<file path="config.mk">
export PLATFORM = sky130hd
export DESIGN_NAME = mult_stream_sequencer
export DESIGN_NICKNAME = d
export VERILOG_FILES = /design/src/rtl/mult_stream_sequencer.sv
export SDC_FILE = /design/constraint.sdc
export NUM_CORES = 1
export LEC_CHECK = 0
export ABC_AREA = 1
export BUFFER_PORTS_ARGS = -buffer_cell sky130_fd_sc_hd__buf_2
export CORE_AREA = 4 4 228 230
export CTS_CLUSTER_SIZE = 12
export DETAILED_ROUTE_END_ITERATION = 8
export DIE_AREA = 0 0 232 234
export HOLD_SLACK_MARGIN = 0.12
export PLACE_DENSITY = 0.58
export SYNTH_ARGS = -nofsm -noshare
export SYNTH_HDL_FRONTEND = slang
export SYNTH_SLANG_ARGS = --single-unit
</file>
<file path="constraint.sdc">
create_clock -name clock -period 30.9 [get_ports clock]
set_input_delay 9.27 -clock clock [delete_from_list [all_inputs] [get_ports clock]]
set_output_delay 9.27 -clock clock [all_outputs]
set_load 0.005 [all_outputs]
</file>
<file path="src/rtl/mult_stream_sequencer.sv">
// Streams operand pairs from a RAM into a pipelined multiplier and writes each
// product back at its source address, using a tag pipeline sized from the latencies.
module mult_stream_sequencer #(
  parameter int OP_WIDTH   = 63,
  parameter int RES_WIDTH  = 127,
  parameter int ADDR_WIDTH = 8,
  parameter int LATENCY    = 4,
  parameter int RD_LATENCY = 1
) (
  input  logic                  clock,
  input  logic                  reset,
  input  logic                  start,
  input  logic                  abort,
  input  logic [ADDR_WIDTH:0]   vec_count,
  input  logic [15:0]           repeat_count,
  output logic                  busy,
  output logic                  done,
  output logic                  aborted,
  output logic [31:0]           run_cycles,
  output logic                  rd_en,
  output logic [ADDR_WIDTH-1:0] rd_addr,
  input  logic [OP_WIDTH-1:0]   rd_data_a,
  input  logic [OP_WIDTH-1:0]   rd_data_b,
  output logic [OP_WIDTH-1:0]   dut_x,
  output logic [OP_WIDTH-1:0]   dut_y,
  output logic                  dut_valid,
  input  logic [RES_WIDTH-1:0]  dut_p,
  output logic                  wr_en,
  output logic [ADDR_WIDTH-1:0] wr_addr,
  output logic [RES_WIDTH-1:0]  wr_data
);

  // rd_en -> wr_en distance; the wr_en register itself is the last of the D stages
  localparam int D    = RD_LATENCY + LATENCY + 2;
  localparam int TAGS = D - 1;
  localparam logic [ADDR_WIDTH:0] MAX_N = {1'b1, {ADDR_WIDTH{1'b0}}};

  typedef enum logic [1:0] {IDLE, ISSUE, DRAIN, DONE} state_t;

  state_t                state, state_next;
  logic [ADDR_WIDTH:0]   n_cnt;
  logic [ADDR_WIDTH:0]   n_clamped;
  logic [15:0]           passes_left;
  logic [15:0]           r_eff;
  logic                  empty_run;
  logic                  accept;
  logic                  last_addr;
  logic                  last_pass;
  logic                  tags_busy;
  logic                  tag_vld  [TAGS];
  logic [ADDR_WIDTH-1:0] tag_addr [TAGS];

  assign n_clamped = (vec_count > MAX_N) ? MAX_N : vec_count;
  assign r_eff     = (repeat_count == 16'd0) ? 16'd1 : repeat_count;
  assign accept    = (state == IDLE) && start && !abort;
  assign last_addr = ({1'b0, rd_addr} == (n_cnt - 1'b1));
  assign last_pass = (passes_left == 16'd1);

  always_comb begin
    tags_busy = 1'b0;
    for (int i = 0; i < TAGS; i++) tags_busy = tags_busy | tag_vld[i];
  end

  always_ff @(posedge clock or posedge reset) begin
    if (reset) state <= IDLE;
    else       state <= state_next;
  end

  always_comb begin
    state_next = state;
    case (state)
      IDLE:    if (accept) state_next = (n_clamped == '0) ? DONE : ISSUE;
      ISSUE:   if (abort) state_next = IDLE;
               else if (last_addr && last_pass) state_next = DRAIN;
      DRAIN:   if (abort) state_next = IDLE;
               else if (!tags_busy) state_next = DONE;
      DONE:    state_next = IDLE;
      default: state_next = IDLE;
    endcase
  end

  // Run control: address/pass counters, status flags, busy-cycle counter
  always_ff @(posedge clock or posedge reset) begin
    if (reset) begin
      rd_en       <= 1'b0;
      busy        <= 1'b0;
      done        <= 1'b0;
      aborted     <= 1'b0;
      run_cycles  <= '0;
      rd_addr     <= '0;
      n_cnt       <= '0;
      passes_left <= '0;
      empty_run   <= 1'b0;
    end else begin
      rd_en <= (state_next == ISSUE);
      busy  <= (state_next == ISSUE) || (state_next == DRAIN);
      // An empty run spends one cycle in DONE before its pulse
      done  <= !abort && (((state == DRAIN) && (state_next == DONE)) ||
                          ((state == DONE) && empty_run));
      if (accept) begin
        n_cnt       <= n_clamped;
        passes_left <= r_eff;
        empty_run   <= (n_clamped == '0);
        rd_addr     <= '0;
        aborted     <= 1'b0;
        run_cycles  <= '0;
      end else begin
        if (abort) aborted <= 1'b1;
        if (busy && (run_cycles != '1)) run_cycles <= run_cycles + 1'b1;
        if ((state == ISSUE) && !abort && !(last_addr && last_pass)) begin
          rd_addr <= last_addr ? '0 : rd_addr + 1'b1;
          if (last_addr) passes_left <= passes_left - 1'b1;
        end
      end
    end
  end

  // Tag pipeline: stage i holds the rd_en/rd_addr issued i+1 cycles ago
  always_ff @(posedge clock or posedge reset) begin
    if (reset) begin
      for (int i = 0; i < TAGS; i++) begin
        tag_vld[i]  <= 1'b0;
        tag_addr[i] <= '0;
      end
    end else begin
      tag_vld[0]  <= rd_en && !abort;
      tag_addr[0] <= rd_addr;
      for (int i = 1; i < TAGS; i++) begin
        tag_vld[i]  <= tag_vld[i-1] && !abort;
        tag_addr[i] <= tag_addr[i-1];
      end
    end
  end

  // Operand register to the multiplier and product capture to the result RAM
  always_ff @(posedge clock or posedge reset) begin
    if (reset) begin
      dut_x     <= '0;
      dut_y     <= '0;
      dut_valid <= 1'b0;
      wr_en     <= 1'b0;
      wr_addr   <= '0;
      wr_data   <= '0;
    end else begin
      dut_valid <= tag_vld[RD_LATENCY-1] && !abort;
      if (tag_vld[RD_LATENCY-1]) begin
        dut_x <= rd_data_a;
        dut_y <= rd_data_b;
      end
      wr_en <= tag_vld[TAGS-1] && !abort;
      if (tag_vld[TAGS-1]) begin
        wr_addr <= tag_addr[TAGS-1];
        wr_data <= dut_p;
      end
    end
  end

endmodule

</file>
# Word level (Yosys, flattened, before mapping)
# Index checks and enable logic that the tools add are counted.
# word_totals
ff_bits	388
# classes
add_sub_neg	4
order_cmp	1
eq_ne	9
n_mux	19
n_bitwise	5
reduce_logical	28
# ops
cell	count
two-way mux 16 bit	4
two-way mux 32 bit	2
adder 32 x 1 -> 32 bit, second input constant	1
!= test 32 bit, second input constant	1
two-way mux 8 bit	3
equality test 16 x 1 -> 1 bit, second input constant	1
logical AND 1 bit	16
zero test 16 bit	1
subtractor 16 x 1 -> 16 bit, second input constant	1
two-way mux 2 bit	6
equality test 8 x 9 -> 1 bit	1
> comparator 9 bit, second input constant	1
zero test 9 bit	1
two-way mux 9 bit	1
subtractor 9 x 1 -> 9 bit, second input constant	1
adder 8 x 1 -> 8 bit, second input constant	1
equality test 2 bit, second input constant	4
case mux 2 bit (4 select lines)	1
nonzero test 2 bit	4
bitwise OR 1 bit	5
equality test 2 x 1 -> 1 bit, second input constant	2
zero test 1 bit	2
zero test 2 bit	1
logical OR 1 bit	2
2 further kinds	3

# Depth between registers and ports, before layout
# logic_depth
depth_word	12
ltp_mapped	17
depth_no_buf	17

# Worst setup path after synthesis
# Ideal clock, no wire load.
# synth_path
kind	input-to-reg
from	in start
to	reg busy
setup_time_ns	0.113
arrival_time_ns	10.381
setup_slack_ns	20.406
path_stages	8
cell_sequence	nand2_1 nor2_4 inv_2 buf_2 buf_2 nand3_1 ha_1 inv_1
# synth_via
elab_chain_cells	6
word_cells_on_any_way	7
# synth_lines
item	line_no	source
start, declared	12	input logic start,
logical AND 1 bit (*) (2 in a row)	55	assign accept = (state == IDLE) && start && !abort;
two-way mux 2 bit (*)	72	IDLE: if (accept) state_next = (n_clamped == '0) ? DONE : ISSUE;
case mux 2 bit (4 select lines) (*)	71	case (state)
via state_next[0]	40	state_t state, state_next;
equality test 2 x 1 -> 1 bit / equality test 2 bit (equally long branches)	96	busy <= (state_next == ISSUE) || (state_next == DRAIN);
logical OR 1 bit (*)	96	
end signal, assigned	96	
end, declared	16	output logic busy,
# The timed path passes the listed nets; every way through them passes the cells marked *.
# A chain may end at the register's enable or synchronous reset.

==> impl_metrics.yaml <==
outcome:
  status: "completed"
worst_setup_path:
  cp-start-kind: "input port"
  slowest_delay_ns: 0.82
  crit_top_cell: "buf_4"
  crit_family: "buffers and inverters"
  crit_arrival_ns: 12.49
  rr_endpoint: "passes_left[9]"
  critPathKind: "in2async"
  endpoint_kind: "asynchronous set/reset pin"
  path_max_fanout: 100
  crit_chain: "buf_2 -> inv_8 -> buf_4 -> buf_4 -> buf_4"
  required_ns: 31.44
  rr_startpoint: "state[0]"
  cp.depth: 5
  critPathSlowestCell: "buf_4"
  rr_worst_depth: 9
  r2r_slack_ns: 28.01
  timing.critical_path.buf_inv: 5
logic_synthesis:
  synth_cells: 1835
  synth.net_count: 2124
  synth_cell_type_count: 39
  synth_area_sq_um: 15840
  ys_seq_elements: 388
  avgSynthCellArea_sq_um: 8.634
  ys_warn_count: 0
  yosysSeqAreaShare_pct: 61.28
drt:
  drc: 0
  drt_pre_antenna_iters: 5
  drtIter0Drc: 1185
  final_antenna_net_count: 0
  wl_per_cell_um: 18.57
  vias: 14320
  drt_wl_total_um: 57840
  avgViaCountPerCell: 4.598
sta:
  worst-slew-pin-transition_ns: 1.087
  fmax_mhz: 83.66
  drv_slew: 0
  min_period_ns: 11.95
  max_slew_margin_pct: 27.56
  finalClockSkew_ns: 0.01174
  setup_tns_ns: 0
  fin_crit_sh_pct: 38.68
  setup_viol: 0
  hold_viol_final: 0
  rsz0062_at_grt: "no"
power_and_ir_drop:
  power_density_nw_per_um2: 71.96
  p_leak_nw: 11.51
  ir_worst_vdd_v: 0.00003594
  power.total_mw: 1.500
cells_and_area:
  syn2layout_area_growth_pct: 31.57
  multiInputGateArea_sq_um: 5453
  fill_cells: 5066
  fin_nets: 2692
  seqCellArea_sq_um: 9717
  drive_gt1_share_pct: 29.02
clock_tree:
  cts_setup_buffers: 0
  cts_hold_buffers: 0
  cts_inserted_buffers: 44
  cts.sinks: 388
  cts.clk_slew.worst_paths_ns: 0.05
  tritoncts: "built"
  clk_latency_ns: 0.55
  cts_max_level: 2
  post_cts_resized: 0
  clock_path_buffers: 3
  root_buffer: "clkbuf_16"
min_path:
  hold_depth: 0
  min_from: "tag_addr[26]"
  holdCritPathClass: "reg2reg"
  whs_endpoint: "tag_addr[18]"
floorplan:
  die_w_um: 232
  die_y_um: 234
  io_pins: 589
  rows: 82
  initial_core_util_pct: 31.78
  die_area_sq_um: 54290
  coreArea_sq_um: 49860
global_route:
  grt_max_degree: 101
  grt_pass1_wl_um: 84590
  grtUsageTotal_pct: 20.05
  antenna_found_initial: 21
  grt_pass1_vias: 13810
  gr-total-overflow: 0
placement:
  routabilityCongestion: 0.8934
  portBuffers: 588
  hpwl_um: 43950
flow_run:
  drv_cap: 0
kinds of logic after synthesis:
logic type      Yosys count  share of synthesized area (%)
simple gates           1171                          29.80
xor+xnor                 19                          1.050
fa+ha+maj                 7                         0.5528
compound gates           84                          3.017
buf+inv                 166                          4.304
flops                   388                          61.28
worst max-delay path by stage:
stage	endpoint	slack, ns	start
finish	wr_data[122]	18.95	reset
global route	wr_data[60]	18.38	reset
CTS	wr_data[122]	18.78	reset
detailed placement	wr_data[61]	18.18	reset
global placement	wr_data[61]	18.29	reset
floorplan	aborted	10.85	reset
sequential cells by signal, summed over array words and instances (netlist names), 5 cells and up:
register,cells
tag_addr,48
dut_x,63
run_cycles,32
wr_addr,8
n_cnt,9
passes_left,16
wr_data,127
tag_vld,5
rd_addr,8
dut_y,63
synthesized netlist by cell type:
library cell / number / area, sq um
a21oi_1: 25 / 125.1
a22oi_1: 1 / 7.510
a31oi_1: 3 / 18.77
buf_1: 1 / 3.750
buf_2: 5 / 25.02
buf_4: 2 / 15.01
buf_6: 4 / 45.04
buf_8: 1 / 15.01
clkbuf_1: 61 / 229.0
clkbuf_2: 1 / 5.000
dfrtp_1: 388 / 9709
ha_1: 7 / 87.58
inv_1: 88 / 330.3
inv_2: 2 / 7.510
inv_4: 1 / 6.260
nand2_1: 966 / 3626
nand2_2: 9 / 56.30
nand2_4: 3 / 33.78
nand3_1: 38 / 190.2
nand3_2: 8 / 80.08
nand4_1: 23 / 143.9
nor2_1: 82 / 307.8
nor2_2: 7 / 43.79
nor2_4: 3 / 33.78
nor2_8: 1 / 20.02
nor3_1: 16 / 80.08
nor3_2: 2 / 20.02
nor3b_1: 3 / 22.52
nor4_1: 9 / 56.30
o21a_1: 2 / 15.01
o21ai_0: 33 / 165.2
o21ai_1: 2 / 10.01
o21bai_1: 2 / 15.01
o22ai_1: 7 / 43.79
o22ai_2: 2 / 25.02
o31ai_1: 7 / 52.55
or2_1: 1 / 6.260
xnor2_1: 6 / 52.55
xor2_1: 13 / 113.9
routing by layer:
layer,vias to the layer above,GRT usage [%],wire (um)
met5,-,0,13
met4,2,5.903,1071
met3,68,6.961,5653
met2,534,30.12,25880
met1,6897,27.60,25220
li1,6821,-,-
power by group:
part	switching (mW)	total, mW	internal (mW)	leakage [nW]
Combinational	0.179	0.301	0.122	5.94
Sequential	0.0681	0.676	0.608	4.86
Clock	0.210	0.523	0.314	0.706
Total	0.457	1.50	1.04	11.5
final cells by class:
class                      instances  area share, %
antenna                           10         0.1200
multi-input combinational       1281          26.16
tap                              672          4.033
sequential                       388          46.61
clock buffer                      63          6.164
timing repair buffer             597          14.44
inverter                          91          1.705
clock inverter                    13         0.7683
per-stage QoR:
step	cells	utilization (%)	hold WS, ns	instance area, sq um	setup slack, ns
after floorplan	1835	-	0.3312	15840	10.85
after global placement	3029	38.86	0.3314	19380	18.29
after detailed placement	3029	38.86	0.3347	19380	18.18
after CTS	3105	41.76	0.3426	20820	18.78
after global routing	3114	41.80	0.3511	20840	18.38
final	3115	41.81	0.3417	20850	18.95
worst register-to-register path, delay by kind of cell, from the launching register on:
family	cells	cell delay, ns
flops	1	0.40
buf+inv	2	0.87
simple gates	7	1.51
layout by cell type (no fill, tap or decap), types with 3 or more instances in the layout:
master     netlist  layout
a21oi_1         25      25
a31oi_1          3       3
buf_2            5     588
buf_4            2       9
bufinv_16        0       3
clkbuf_1        61      10
clkbuf_16        0      46
clkbuf_8         0       7
clkinv_2         0       7
dfrtp_1        388     386
diode_2          0      10
ha_1             7       7
inv_1           88      85
nand2_1        966     966
nand2_2          9       9
nand2_4          3       3
nand3_1         38      38
nand3_2          8       8
nand4_1         23      23
nor2_1          82      82
nor2_2           7       7
nor2_4           3       3
nor3_1          16      16
nor3b_1          3       3
nor4_1           9       9
o21ai_0         33      33
o22ai_1          7       7
o31ai_1          7       7
xnor2_1          6       6
xor2_1          13      13
Note: power is estimated with default switching activity, not from simulation.
